==> src/rtl/dm_access_ctrl_pkg.sv <==
// Shared encodings for the data-memory access sequencer.
//
// Contents:
//   DM_*        - dm_type encodings from the decoder (word/half/byte, signed/unsigned)
//   dm_state_e  - sequencer FSM state codes
//   dm_size_e   - access width after decoding dm_type
//   dm_size     - dm_type -> access width; reserved codes 101..111 decode as word
//   dm_is_signed- whether a sub-word load sign-extends
//   dm_misaligned - alignment check for a given width and byte offset
package dm_access_ctrl_pkg;

  localparam logic [2:0] DM_WORD   = 3'b000;
  localparam logic [2:0] DM_HALF   = 3'b001;
  localparam logic [2:0] DM_HALF_U = 3'b010;
  localparam logic [2:0] DM_BYTE   = 3'b011;
  localparam logic [2:0] DM_BYTE_U = 3'b100;

  typedef enum logic [2:0] {
    ST_IDLE   = 3'd0,
    ST_ACC    = 3'd1,
    ST_RMW_RD = 3'd2,
    ST_RMW_WR = 3'd3,
    ST_RESP   = 3'd4
  } dm_state_e;

  typedef enum logic [1:0] {
    SZ_WORD = 2'd0,
    SZ_HALF = 2'd1,
    SZ_BYTE = 2'd2
  } dm_size_e;

  function automatic dm_size_e dm_size(input logic [2:0] t);
    case (t)
      DM_WORD:            return SZ_WORD;
      DM_HALF, DM_HALF_U: return SZ_HALF;
      DM_BYTE, DM_BYTE_U: return SZ_BYTE;
      default:            return SZ_WORD;
    endcase
  endfunction

  function automatic logic dm_is_signed(input logic [2:0] t);
    return (t == DM_HALF) || (t == DM_BYTE);
  endfunction

  function automatic logic dm_misaligned(input dm_size_e sz, input logic [1:0] a);
    case (sz)
      SZ_HALF: return a[0];
      SZ_BYTE: return 1'b0;
      default: return a != 2'b00;
    endcase
  endfunction

endpackage

==> src/rtl/dm_access_ctrl_lane_mux.sv <==
// Combinational lane mux for the data-memory sequencer.
// Extracts and extends the addressed lane of a memory word for loads, and
// merges store data into the addressed lane of a memory word for sb/sh.
//
// Ports:
//   word     in  32 - memory word (read data)
//   addr_lo  in  2  - byte offset within the word
//   dm_type  in  3  - access type encoding
//   wdata    in  32 - store data, right-justified
//   load_val out 32 - extracted, sign/zero-extended load result
//   merged   out 32 - word with the store lane replaced (wdata for word stores)
module dm_access_ctrl_lane_mux
  import dm_access_ctrl_pkg::*;
(
  input  logic [31:0] word,
  input  logic [1:0]  addr_lo,
  input  logic [2:0]  dm_type,
  input  logic [31:0] wdata,
  output logic [31:0] load_val,
  output logic [31:0] merged
);

  function automatic logic [31:0] ext_byte(input logic signed [7:0] b, input logic sgn);
    logic signed [31:0] s;
    s = 32'(b);
    return sgn ? s : {24'b0, b};
  endfunction

  function automatic logic [31:0] ext_half(input logic signed [15:0] h, input logic sgn);
    logic signed [31:0] s;
    s = 32'(h);
    return sgn ? s : {16'b0, h};
  endfunction

  logic signed [7:0]  byte_lane;
  logic signed [15:0] half_lane;
  logic               sgn;

  assign byte_lane = word[{addr_lo, 3'b000} +: 8];
  assign half_lane = word[{addr_lo[1], 4'b0000} +: 16];
  assign sgn       = dm_is_signed(dm_type);

  always_comb begin
    load_val = word;
    merged   = wdata;
    case (dm_size(dm_type))
      SZ_BYTE: begin
        load_val = ext_byte(byte_lane, sgn);
        merged   = word;
        merged[{addr_lo, 3'b000} +: 8] = wdata[7:0];
      end
      SZ_HALF: begin
        load_val = ext_half(half_lane, sgn);
        merged   = word;
        merged[{addr_lo[1], 4'b0000} +: 16] = wdata[15:0];
      end
      default: begin
        load_val = word;
        merged   = wdata;
      end
    endcase
  end

endmodule

==> src/rtl/dm_access_ctrl.sv <==
// Data-memory access sequencer between the MEM stage and a single-port,
// word-wide memory with a ready handshake. Loads and sw become one memory
// transaction; sb/sh become a read-modify-write. Misaligned accesses are
// answered immediately with err and never reach memory. The pipeline is
// stalled until the one-cycle done pulse.
//
// Ports:
//   clk, rst            - clock, synchronous active-high reset
//   req, we, dm_type    - MEM-stage request, store flag, access type
//   addr, wdata         - byte address, right-justified store data
//   rdata, done, err    - extended load data, completion pulse, misaligned flag
//   stall               - pipeline freeze (combinational)
//   mem_en, mem_we      - memory request / write enable
//   mem_addr, mem_wdata - word address, full write word
//   mem_rdata, mem_ready- memory read word, request completes this cycle
module dm_access_ctrl
  import dm_access_ctrl_pkg::*;
#(
  parameter int ADDR_W = 32
) (
  input  logic              clk,
  input  logic              rst,
  input  logic              req,
  input  logic              we,
  input  logic [2:0]        dm_type,
  input  logic [ADDR_W-1:0] addr,
  input  logic [31:0]       wdata,
  output logic [31:0]       rdata,
  output logic              done,
  output logic              err,
  output logic              stall,
  output logic              mem_en,
  output logic              mem_we,
  output logic [ADDR_W-3:0] mem_addr,
  output logic [31:0]       mem_wdata,
  input  logic [31:0]       mem_rdata,
  input  logic              mem_ready
);

  dm_state_e   state_q;
  dm_state_e   state_d;
  dm_size_e    size;
  logic        misaligned;
  logic        rmw;
  logic [31:0] load_val;
  logic [31:0] merged_w;
  logic [31:0] merged_q;
  logic [31:0] rdata_q;
  logic        err_q;

  assign size       = dm_size(dm_type);
  assign misaligned = dm_misaligned(size, addr[1:0]);
  assign rmw        = we & (size != SZ_WORD);

  dm_access_ctrl_lane_mux u_lane_mux (
    .word     (mem_rdata),
    .addr_lo  (addr[1:0]),
    .dm_type  (dm_type),
    .wdata    (wdata),
    .load_val (load_val),
    .merged   (merged_w)
  );

  // State register
  always_ff @(posedge clk) begin
    if (rst) state_q <= ST_IDLE;
    else     state_q <= state_d;
  end

  // Next-state logic
  always_comb begin
    state_d = state_q;
    case (state_q)
      ST_IDLE: begin
        if (req) begin
          if (misaligned) state_d = ST_RESP;
          else if (rmw)   state_d = ST_RMW_RD;
          else            state_d = ST_ACC;
        end
      end
      ST_ACC:    if (mem_ready) state_d = ST_RESP;
      ST_RMW_RD: if (mem_ready) state_d = ST_RMW_WR;
      ST_RMW_WR: if (mem_ready) state_d = ST_RESP;
      // req is ignored here: the MEM stage advances at the end of RESP.
      ST_RESP:   state_d = ST_IDLE;
      default:   state_d = ST_IDLE;
    endcase
  end

  // Outputs decoded from the registered state
  always_comb begin
    mem_en    = 1'b0;
    mem_we    = 1'b0;
    mem_wdata = wdata;
    done      = 1'b0;
    case (state_q)
      ST_ACC: begin
        mem_en = 1'b1;
        mem_we = we;
      end
      ST_RMW_RD: begin
        mem_en = 1'b1;
      end
      ST_RMW_WR: begin
        mem_en    = 1'b1;
        mem_we    = 1'b1;
        mem_wdata = merged_q;
      end
      ST_RESP: done = 1'b1;
      default: ;
    endcase
  end

  assign mem_addr = addr[ADDR_W-1:2];
  assign stall    = req & (state_q != ST_RESP) & ~rst;

  // Response registers: err is re-evaluated on every accepted request and
  // rdata only on a completed load, so both hold across stores and idle.
  always_ff @(posedge clk) begin
    if (rst) begin
      rdata_q <= '0;
      err_q   <= 1'b0;
    end else begin
      if (state_q == ST_IDLE && req)
        err_q <= misaligned;
      if (state_q == ST_ACC && mem_ready && !we)
        rdata_q <= load_val;
    end
  end

  // Merged store word, only consumed in RMW_WR after being written here.
  always_ff @(posedge clk) begin
    if (state_q == ST_RMW_RD && mem_ready)
      merged_q <= merged_w;
  end

  assign rdata = rdata_q;
  assign err   = err_q;

endmodule
==> config.mk <==
export PLATFORM = sky130hd
export DESIGN_NAME = dm_access_ctrl
export DESIGN_NICKNAME = d
export VERILOG_FILES = /design/src/rtl/dm_access_ctrl_pkg.sv /design/src/rtl/dm_access_ctrl_lane_mux.sv /design/src/rtl/dm_access_ctrl.sv
export SDC_FILE = /design/constraint.sdc
export NUM_CORES = 1
export LEC_CHECK = 0
export BUFFER_PORTS_ARGS = -buffer_cell sky130_fd_sc_hd__buf_2
export CAP_MARGIN = 20
export CORE_ASPECT_RATIO = 0.7
export CORE_UTILIZATION = 45
export DETAILED_ROUTE_END_ITERATION = 6
export GPL_TIMING_DRIVEN = 0
export PLACE_DENSITY = 0.84
export SETUP_SLACK_MARGIN = 0.1
export SYNTH_ARGS = -nofsm -noshare
export SYNTH_HDL_FRONTEND = slang
export SYNTH_SLANG_ARGS = --single-unit
==> constraint.sdc <==
create_clock -name clk -period 6.8 [get_ports clk]
set_input_delay 1.7 -clock clk [delete_from_list [all_inputs] [get_ports clk]]
set_output_delay 1.7 -clock clk [all_outputs]
set_load 0.05 [all_outputs]
==> Word level (Yosys, flattened, before mapping) <==
Cells that the tools add are included.
{ "classes": {"addsub": 2, "multipliers": 0, "div": 0, "order_cmp": 0, "n_eq_ne": 14, "shifts": 6, "n_mux": 18, "bitwise_logic": 4, "n_reduce_logical": 14} }
{ "ops": {"columns": ["operator", "count"], "rows": [
  ["one-hot mux 32 bit (2 select lines)", 2],
  ["2-to-1 mux 32 bit", 3],
  ["bitwise mux 32 bit", 2],
  ["variable shift 16 x 7 -> 32 bit (first input constant)", 1],
  ["variable shift 8 x 7 -> 32 bit (first input constant)", 1],
  ["variable part select 16 x 7 -> 32 bit", 1],
  ["variable part select 32 x 6 -> 16 bit", 1],
  ["variable part select 32 x 6 -> 8 bit", 1],
  ["variable part select 8 x 7 -> 32 bit", 1],
  ["negation 5 -> 7 bit", 2],
  ["equality test 3 x 2 -> 1 bit (second input constant)", 4],
  ["2-to-1 mux 3 bit", 4],
  ["one-hot mux 3 bit (3 select lines)", 1],
  ["equality test 3 x 1 -> 1 bit (second input constant)", 2],
  ["equality test 3 bit (second input constant)", 2],
  ["OR reduction 2 bit", 3],
  ["logical AND 1 bit", 4],
  ["!= test 2 bit (second input constant)", 2],
  ["one-hot mux 1 bit (2 select lines)", 2],
  ["one-hot mux 2 bit (2 select lines)", 1],
  ["nonzero test 2 bit", 2],
  ["bitwise AND 1 bit", 3],
  ["zero test 3 bit", 1],
  ["!= test 3 bit (second input constant)", 1],
  ["other kinds (10)", 11]
]} }
{ "word_totals": {"regBits": 68, "latchBits": 0, "ram_bits": 0, "romBits": 0, "wordCells": 62, "mem_count": 0} }

==> Depth between registers and ports, before layout <==
Gate-level depths: netlist (run 1).
{ "depth": {"word_depth": 9, "mapped_depth": 11} }

==> Modules after synthesis <==
From an unflattened synthesis (run 1), not the netlist that was laid out.
{ "unflattened": {"cells_unflattened": 562, "area_unflattened_um2": 5343.9} }
{ "by_module_without_submodules": {"columns": ["module", "instances", "cells_per_inst", "area_each_um2", "seq_area_each_um2"], "rows": [
  ["dm_access_ctrl", 1, 291, 3483.3, 1681.6],
  ["dm_access_ctrl_lane_mux", 1, 271, 1860.5, 0.0]
]} }

==> Worst setup path before layout (run 1) <==
OpenSTA, ideal clock, no wires.
{ "synth_timing": {"path_type": "input port to output port", "start": "input port rst", "end": "output port stall", "arrival_ns": 3.069, "t_required_ns": 5.100, "setup_slack_ns": 2.031, "cell_stages": 2, "n_path_buf": 1, "path_cell_list": "clkbuf_1 -> nor3b_1"} }
{ "synth_via": {"elab_chain_len": 2} }
{ "synth_lines": {"columns": ["element", "line_no", "text"], "rows": [
  ["start, declared", "dm_access_ctrl.sv:22", "input logic rst,"],
  ["inverter 1 bit", "dm_access_ctrl.sv:115", "assign stall = req & (state_q != ST_RESP) & ~rst;"],
  ["bitwise AND 1 bit", "dm_access_ctrl.sv:115", null],
  ["end, declared", "dm_access_ctrl.sv:31", "output logic stall,"]
]} }
No other way between the ends.

==> Worst setup path in the final report (run 1) <==
Ends and elaborated chain as after synthesis.

==> qor.yml, run 1 <==
timing:
  rsz0062_at_grt: "no"
  min_period_over_period: 0.623
  fin_crit_ps: 4230
  slew_viol_final: 0
  tns_ps: 0
  fmaxAchievable_mhz: 236
  fin_ws_ps: 2570
  maxSlewHeadroom: 0.442
  tightest_slew_ps: 833
  hold_viol_final: 0
  skew_ps: 3.79
  setup_viol: 0
pwr:
  switching_power_mw: 0.785
  seqPwrFrac: 0.304
  p_leak_nw: 2.74
  pwr-share-comb: 0.432
  switching_share: 0.434
  ir_drop_mv: 0.335
  p_per_area_nw_per_um2: 300
  clkPwrFrac: 0.265
  p_int_mw: 1.02
clocking:
  cts_htree_levels: 3
  cts.hold.buffers_added: 0
  post_cts_resized: 0
  cts_tree: "built"
  cts_buffer_depth: 2
  clock-sinks: 68
  clk_latency_ps: 330
  cts_buffers: 9
  clk_pin_slew_ps: 60
  postCtsSetupBuffers: 0
  clock-root-buffer: "clkbuf_16"
die:
  rows: 30
  coreArea_sq_um: 9910
  die_h_microns: 87.4
  ios: 203
  die_area_sq_um: 10800
  dieWidth_microns: 124
  start_util: 0.473
setup_path:
  cpPeakStageDelay_ps: 290
  critPathLaunch: "rst"
  cp_slowest_cell: "buf_2"
  crit_path_cell_trace: "clkbuf_1 > nor3b_1 > buf_2"
  crit_type: "primary input to primary output"
  required_ps: 5100
  cp-end-kind: "primary output"
  crit_path_start_kind: "primary input"
  path_max_fanout: 10
  cp_top_family: "buffers and inverters"
  crit_buf_inv: 2
  worstReg2RegStart: "state_q[1]"
  cp.arrival_ps: 2530
routing:
  num_vias: 4979
  drtAntennaViolNets: 0
  first_iter_violations: 628
  wirelength_mm: 16.4
  wl_per_cell_microns: 19.6
  drt-vias-per-instance: 5.94
  drcViolationCount: 0
  first_pass_iters: 5
yosys:
  netlist_area_sq_um: 4690
  synth_cells: 521
  yosys.area_share.simple: 0.115
  synth_nets: 633
  synth_fa_ha_area_frac: 0.0214
  synth_ff_type: "dfxtp_1"
  synth_top_family_by_area: "compound AO/OA/AOI/OAI gates"
  syn_area_per_cell_sq_um: 9.00
  yosysSeqAreaShare: 0.359
  synth_cell_types: 48
  yosys_register_bits: 68
  synth-compound-area-share: 0.259
  synth_xor_area_frac: 0.00187
  async_flop_share: 0
  yosysWarnings: 0
  synth_edf_count: 32
  synth_mux_area_frac: 0.139
place:
  hpwl_mm: 12.7
  dpl_worst_slack_ps: 2570
  io_buffers: 171
  gp_congestion: 0.897
finish:
  diodes: 0
  drive_above_1_share: 0.401
  areaGrowthSynthToFinish_pct: 28.6
  final_common_cell: "buf_2"
  post-route-util: 0.608
  final_cell_mix: "buf_2, a21oi_1, nor2_1, mux2_2"
  finalNetCount: 817
grt:
  grt_antenna_before_repair: 0
  grt_util_all_layers: 0.304
  grt_max_degree: 14
  grt_first_pass_wirelength_mm: 24.6
  overflow: 0
  grt_pass1_vias: 4636
job:
  drv_cap: 0
hold_path:
  holdCritPathClass: "flop to flop"
  hold_start: "rdata[15]"
status:
  status: "finished, final reports clean"
power by group through the flow:
stage	clock network [mW]	registers [mW]	logic (mW)
2_1_floorplan	0	0.640	0.484
3_3_place_gp	0	0.553	0.745
3_5_place_dp	0	0.556	0.769
4_1_cts	0.484	0.548	0.773
5_1_grt	0.502	0.556	0.829
6_report	0.480	0.549	0.781
metrics by stage:
stage / total power [mW] / cell area, sq um / hold slack [ps] / instances
after floorplan: 1.12 / 4690 / 529 / 521
after global placement: 1.30 / 5700 / 452 / 820
after detailed placement: 1.33 / 5730 / 478 / 822
after CTS: 1.81 / 6030 / 486 / 838
after global routing: 1.89 / 6030 / 513 / 838
final: 1.81 / 6030 / 485 / 838
worst register-to-register path: cells and delay by family (launching register included):
kind,cells,cell delay (ps)
flip-flops,1,460
AND/OR/NAND/NOR,2,780
buffers and inverters,2,460
kinds of logic (layout without fill, tap and decap cells):
kind of cell	after synthesis	in the layout
AOI/OAI and AO/OA	178	178
xor gates and xnor gates	1	1
adders and majority gates	8	8
buffers and inverters	94	283
DFF	68	68
muxes	60	60
and+or+nand+nor	112	112
metal layers:
| layer | vias up | track usage | share of wire |
|---|---|---|---|
| li1 | 2254 | - | - |
| met1 | 2374 | 0.417 | 0.43 |
| met2 | 310 | 0.472 | 0.44 |
| met3 | 41 | 0.0720 | 0.11 |
| met4 | 0 | 0.0974 | 0.022 |
| met5 | - | 0 | 0 |
sequential cells by signal (all words and copies together) (netlist names):
| register | flops |
|---|---|
| merged_q | 32 |
| rdata | 32 |
| err | 1 |
| state_q | 3 |
cell usage after synthesis (10+ instances only):
cell type  count  share of area
edfxtp_1      32           0.21
mux2_2        39          0.094
buf_2         12          0.013
dfxtp_1       36           0.15
a21oi_1       55          0.059
nand2_1       36          0.029
o21ai_0       34          0.036
buf_4         31          0.050
mux2i_1       21          0.045
a211oi_2      10          0.027
inv_1         29          0.023
a22o_1        25          0.047
nor2_1        39          0.031
clkbuf_1      21          0.017
a211oi_1      20          0.032
layout make-up:
class / instances / area, sq um
timing repair buffer: 173 / 878
tap: 128 / 160
clock inverter: 7 / 73.8
inverter: 29 / 109
clock buffer: 9 / 225
multi-input combinational: 359 / 2520
sequential: 68 / 1680
buffer: 65 / 383
fill: 859 / 3880
path summary, 6_finish.rpt:
path / end / slack, ps / cells past startpoint
max: stall / 2570 / 3
min: rdata[15] / 480 / 2
min reg2reg: rdata[15] / 480 / 2
max reg2reg: merged_q[20] / 4810 / 4
(Power assumes the default switching activity.)
==> run 2, diff against run 1 <==
ABC_AREA = 1   (was default)
clock period = 4.2 ns   (was 6.8 ns; I/O delays follow)
==> run 2 against run 1 <==
Core utilization fell by 1.9 points. Power is 47% higher. Via count grew 15%. Setup slack lost 1500 ps. The flow now finishes with violations (DRC). Largest cell class unchanged. Flip-flop and latch count unchanged. Synthesized area is 2.7% higher. First-iteration DRC count increased by 4.5%. Synthesized cell count rose by 28%. Combinational power up 45%.
==> qor.yml, run 2 <==
finish:
  diodes: 0  # unchanged
  drive_above_1_share: 0.318  # -0.0837
  nFillCells: 1014  # +18%
  stdcell_count: 988  # +18%
  areaGrowthSynthToFinish_pct: 26.7
  post-route-util: 0.589  # -0.0192
  finalNetCount: 963  # +18%
  fin_area_sq_um: 6100  # +1.2%
  final_common_cell: "buf_2"
  final_cell_mix: "buf_2, o21ai_0, nand2_1, a21oi_1, inv_1"
place:
  gp_congestion: 0.984  # +9.7%
  io_buffers: 172  # +0.58%
  hpwl_mm: 13.7  # +7.8%
  dpl_worst_slack_ps: 864  # -1710 ps
  dpl_cell_area_sq_um: 5850  # +2.1%
  placedCellCount: 972  # +18%
yosys:
  yosysSeqAreaShare: 0.349  # -0.00951
  synth_common_cells: "o21ai_0, nand2_1, a21oi_1"
  synth_cells: 668  # +28%
  synth_top_area_cell: "edfxtp_1"
  yosysWarnings: 0  # unchanged
  async_flop_share: 0  # unchanged
  synth_cell_types: 36  # -25%
  syn_area_per_cell_sq_um: 7.21  # -20%
  synth.most_common_cell: "o21ai_0"
  yosys_register_bits: 68  # unchanged
  synthDominantCellAreaShare: 0.200  # -0.00543
  ys_top_cells_by_area: "edfxtp_1, dfxtp_1, o21ai_0, a21oi_1, nand2_1"
  synth_nets: 780  # +23%
  synth_ff_type: "dfxtp_1"
  netlist_area_sq_um: 4810  # +2.7%
  synth_edf_count: 32  # unchanged
clocking:
  cts_htree_levels: 3  # unchanged
  cts.hold.buffers_added: 0  # unchanged
  postCtsSetupBuffers: 0  # unchanged
  clock-sinks: 68  # unchanged
  cts_buffers: 9  # unchanged
  cts_buffer_depth: 2  # unchanged
  clk_pin_slew_ps: 60  # about the same
  cts_tree: "built"
  post_cts_resized: 0  # unchanged
  clock-root-buffer: "clkbuf_16"
  clk_latency_ps: 340  # about the same
setup_path:
  crit_path_start_kind: "flop"
  cpPeakStageDelay_ps: 370  # +80 ps
  cp.arrival_ps: 2120  # -410 ps
  critPathMostFrequentCell: "buf_2"
  cp-end-kind: "primary output"
  crit_path_cell_trace: "nand2_1 > inv_2 > nand2_2 > buf_2 > buf_4 > a21oi_1 > buf_2"
  required_ps: 3150  # -1950 ps
  cp_slowest_cell: "dfxtp_1"
  path_max_fanout: 10  # unchanged
  crit_type: "flop to primary output"
routing:
  first_pass_iters: 7  # +2
  wirelength_mm: 17.9  # +8.8%
  drt-vias-per-instance: 5.77  # -2.8%
  drtAntennaViolNets: 0  # unchanged
  num_vias: 5703  # +15%
  drcViolationCount: 12  # +12
  wl_per_cell_microns: 18.1  # -7.7%
  first_iter_violations: 656  # +4.5%
timing:
  timing.hold.ws_ps: 483  # -1.85 ps
  rsz0062_at_grt: "no"
  fmaxAchievable_mhz: 315
  setup_viol: 0  # unchanged
  hold_viol_final: 0  # unchanged
  tightest_slew_ps: 912  # +78.6 ps
  fin_ws_ps: 1030  # -1540 ps
  fin_crit_ps: 3170
  slew_viol_final: 0  # unchanged
  maxSlewHeadroom: 0.391  # -0.0508
  tns_ps: 0  # unchanged
  min_period_over_period: 0.755
  skew_ps: 5.58  # +1.78 ps
pwr:
  pwr-share-comb: 0.426  # -0.006
  seqPwrFrac: 0.321  # +0.017
  switching_power_mw: 1.17  # +49%
  power.total_mw: 2.66  # +47%
  clkPwrFrac: 0.253  # -0.012
  p_per_area_nw_per_um2: 435  # +45%
  p_int_mw: 1.49  # +45%
  p_leak_nw: 2.94  # +7.4%
  switching_share: 0.441  # +0.00670
  ir_drop_mv: 0.389  # +16%
grt:
  grt_antenna_before_repair: 0  # unchanged
  grt_util_all_layers: 0.320  # +0.0155
  grt_pass1_vias: 4806  # +3.7%
  grt_max_degree: 33  # +19
  overflow: 0  # unchanged
  grt_first_pass_wirelength_mm: 26.7  # +8.7%
die:
  coreArea_sq_um: 10400  # +4.5%
  die_h_microns: 88.5  # +1.3%
  rows: 31  # +3.3%
  dieWidth_microns: 126  # +1.3%
  ios: 203  # unchanged
  start_util: 0.465  # -0.00808
  die_area_sq_um: 11100  # +2.7%
hold_path:
  holdCritPathClass: "flop to flop"
job:
  drv_cap: 0  # unchanged
status:
  violations: "DRC"
  status: "finished with violations"
## run 2: cell types whose count changed in the layout (fill, tap and decap cells not counted), moves of 16 or more
cell	before	now
o211ai_1	0	17
inv_1	29	57
mux2_2	39	8
a21oi_1	55	81
nand3_1	3	19
a211oi_1	20	0
mux2i_1	21	0
o21ai_0	34	107
nand2_1	36	102
a22o_1	25	0
## run 2: critical path: cells and delay by family (launching register included)
family          cells  cell delay, ps
buf+inv             4             900
simple gates        2             300
compound gates      1             200
flops               1             370
## run 2: cell families (layout without fill, tap and decap cells)
kind of cell             Yosys count  in the layout  share of synthesized area
AO/OA/AOI/OAI                    258            258                      0.302
adder cells (fa/ha/maj)            8              8                     0.0208
AND/OR/NAND/NOR                  187            187                      0.164
multiplexers                       9              9                     0.0211
flip-flops                        68             68                      0.349
buffers and inverters            138            326                      0.143
## run 2: final timing paths
kind	from	to	slack [ps]	cells past startpoint
worst min register to register	rdata[6]	rdata[6]	480	2
worst max-delay path	state_q[0]	mem_wdata[13]	1030	7
worst max register to register	state_q[1]	merged_q[25]	2440	2
worst min-delay path	rdata[6]	rdata[6]	480	2
## run 2: area by class of cell
type	instances	area, sq um	share of cell area
Clock inverter	4	17.5	0.00287
Tap cell	132	165	0.0271
Sequential cell	68	1680	0.276
Buffer	75	445	0.0730
Timing Repair Buffer	172	861	0.141
Multi-Input combinational cell	462	2450	0.402
Inverter	63	243	0.0398
Clock buffer	12	236	0.0388
## run 2: per-layer routing
metal  GRT usage  routed length [microns]  up-vias
li1            -                        -     2638
met3      0.0919                     2260       45
met4       0.101                      381        0
met1       0.455                     7900     2642
met5           0                        0        -
met2       0.467                     7340      378
## run 2: power groups by stage
stage	sequential, mW	combinational [mW]	clock (mW)
3_3_place_gp	0.862	1.09	0
6_report	0.852	1.13	0.673
2_1_floorplan	1.00	0.668	0
3_5_place_dp	0.863	1.11	0
5_1_grt	0.862	1.20	0.700
4_1_cts	0.851	1.11	0.678
==> run 3, diff against run 2 <==
CORE_UTILIZATION = 44   (was 45)
PLACE_DENSITY = 0.85   (was 0.84)
clock period = 2.7 ns   (was 4.2 ns; I/O delays follow)
==> run 3 against run 2 <==
The run now ends clean. Global-route usage fell by 0.31 points. Largest cell class unchanged. Setup slack got worse by 860 ps. Sequential share of layout area fell by 0.63 points. Count of clock-buffer cells in the layout rose by 1. Via count rose by 0.42%. Design area rose by 2.3%. Power rose by 64%. Core utilization rose by 0.71 points. First-iteration DRC count rose by 1.4%. Critical path type is now primary input to flop. Final cell count rose by 0.10%. Register-to-register slack got worse by 1600 ps. Clock power rose by 81%.
==> qor.yml, run 3 (synthesis results as in run 2) <==
status:
  status: "finished, final reports clean"
routing:
  first_pass_iters: 6  # -1
  drtAntennaViolNets: 0  # unchanged
  wirelength_mm: 18.1  # +1.2%
  first_iter_violations: 665  # +1.4%
  wl_per_cell_microns: 18.3  # +1.1%
  num_vias: 5727  # +0.42%
  drt-vias-per-instance: 5.79  # +0.32%
  drcViolationCount: 0  # -12
hold_path:
  hold_start: "err"
  holdCritPathClass: "flop to flop"
finish:
  drive_above_1_share: 0.328  # +0.0101
  nFillCells: 997  # -1.7%
  finalNetCount: 964  # +0.10%
  diodes: 0  # unchanged
  multi_input_area_sq_um: 2480  # +0.97%
  final_cell_mix: "buf_2, o21ai_0, nand2_1, a21oi_1, inv_1"
  post-route-util: 0.596  # +0.00707
  final_common_cell: "buf_2"
  areaGrowthSynthToFinish_pct: 29.7
  regArea_sq_um: 1680  # unchanged
clocking:
  clk_latency_ps: 340  # about the same
  clk_pin_slew_ps: 50  # about the same
  cts_buffers: 9  # unchanged
  cts.hold.buffers_added: 0  # unchanged
  cts_htree_levels: 3  # unchanged
  cts_tree: "built"
  clock-root-buffer: "clkbuf_16"
  cts_buffer_depth: 2  # unchanged
  clock-sinks: 68  # unchanged
pwr:
  p_per_area_nw_per_um2: 698  # +60%
  p_leak_nw: 3.00  # +2.0%
  power.total_mw: 4.36  # +64%
  ir_drop_mv: 0.642  # +65%
job:
  drv_cap: 0  # unchanged
grt:
  grt_pass1_vias: 5040  # +4.9%
  grt_util_all_layers: 0.317  # -0.00308
  overflow: 0  # unchanged
  grt_antenna_before_repair: 1  # +1
  grt_max_degree: 33  # unchanged
  grt_first_pass_wirelength_mm: 27.1  # +1.2%
place:
  io_buffers: 172  # unchanged
  gp_congestion: 0.989  # +0.51%
  hpwl_mm: 13.8  # +1.0%
timing:
  fin_crit_ps: 2530
  min_period_over_period: 0.936
  hold_viol_final: 0  # unchanged
  maxSlewHeadroom: 0.373  # -0.0176
  timing.hold.ws_ps: 486  # +3.15 ps
  tns_ps: 0  # unchanged
  slew_viol_final: 0  # unchanged
  skew_ps: 4.74  # -0.838 ps
  rsz0062_at_grt: "no"
  setup_viol: 0  # unchanged
  fmaxAchievable_mhz: 396
  tightest_slew_ps: 938  # +26.3 ps
die:
  coreArea_sq_um: 10500  # +1.1%
  start_util: 0.460  # -0.00517
  ios: 203  # unchanged
  die_h_microns: 89.5  # +1.1%
  rows: 31  # unchanged
  die_area_sq_um: 11400  # +2.2%
  dieWidth_microns: 127  # +1.1%
setup_path:
  path_max_fanout: 12  # +2
  crit_path_start_kind: "primary input"
  cp.arrival_ps: 2710  # +590 ps
  required_ps: 2880  # -270 ps
  worstReg2RegStart: "state_q[1]"
  cp-end-kind: "flop"
  crit_type: "primary input to flop"
  critPathLaunch: "addr[1]"
## run 3: cell types whose count changed in the layout (fill, tap and decap cells not counted), sizes merged
cell,previous run,this run
clkbuf,31,36
bufinv,0,1
buf,228,225
clkinv,6,4
## run 3: per-layer routing
metal / up-vias / share of wire / track usage / wire [microns]
met5: - / 0.00055 / 0 / 10
met4: 2 / 0.025 / 0.105 / 453
met3: 45 / 0.12 / 0.0778 / 2210
met2: 390 / 0.41 / 0.475 / 7490
met1: 2647 / 0.44 / 0.448 / 7950
li1: 2643 / - / - / -
## run 3: path summary, 6_finish.rpt
check | to | slack, ps | cells after the start
worst max register to register | merged_q[27] | 820 | 2
worst min register to register | err | 490 | 2
worst max-delay path | merged_q[10] | 170 | 13
worst min-delay path | err | 490 | 2
## run 3: area by class of cell
type,instances,area share
clock inverter,3,0.00701
clock buffer,13,0.0419
sequential,68,0.269
buffer,75,0.0737
timing repair buffer,173,0.146
inverter,63,0.0389
tap,132,0.0264
multi-input combinational,462,0.397
## run 3: what timing repair did
| action | CTS | global route |
|---|---|---|
| gates resized for setup | 15 | 25 |
| setup endpoints to repair | 27 | 52 |
| setup buffers | 0 | 1 |
## run 3: where the power goes
part / total (mW) / internal [mW] / switching, mW
Clock: 1.22 / 0.772 / 0.447
Combinational: 1.81 / 0.472 / 1.34
Sequential: 1.33 / 1.26 / 0.0673
Total: 4.36 / 2.51 / 1.85
## run 3: worst max-delay path, stage by stage
cell and delay [ps]:
buf_2 150, inv_2 130, buf_4 200, clkbuf_4 200, ha_1 200, inv_1 160, buf_2 250, nand3_1 150
o22ai_1 140, nand2_1 60, o21ai_0 170, nand2_1 100, o21ai_0 100
## run 3: per-stage QoR
step / cell area, sq um / cells / worst slack [ps]
floorplan: 4810 / 668 / 204
global placement: 5840 / 972 / -457
detailed placement: 5850 / 972 / -251
CTS: 6190 / 988 / 102
global route: 6240 / 989 / 105
finish: 6240 / 989 / 172
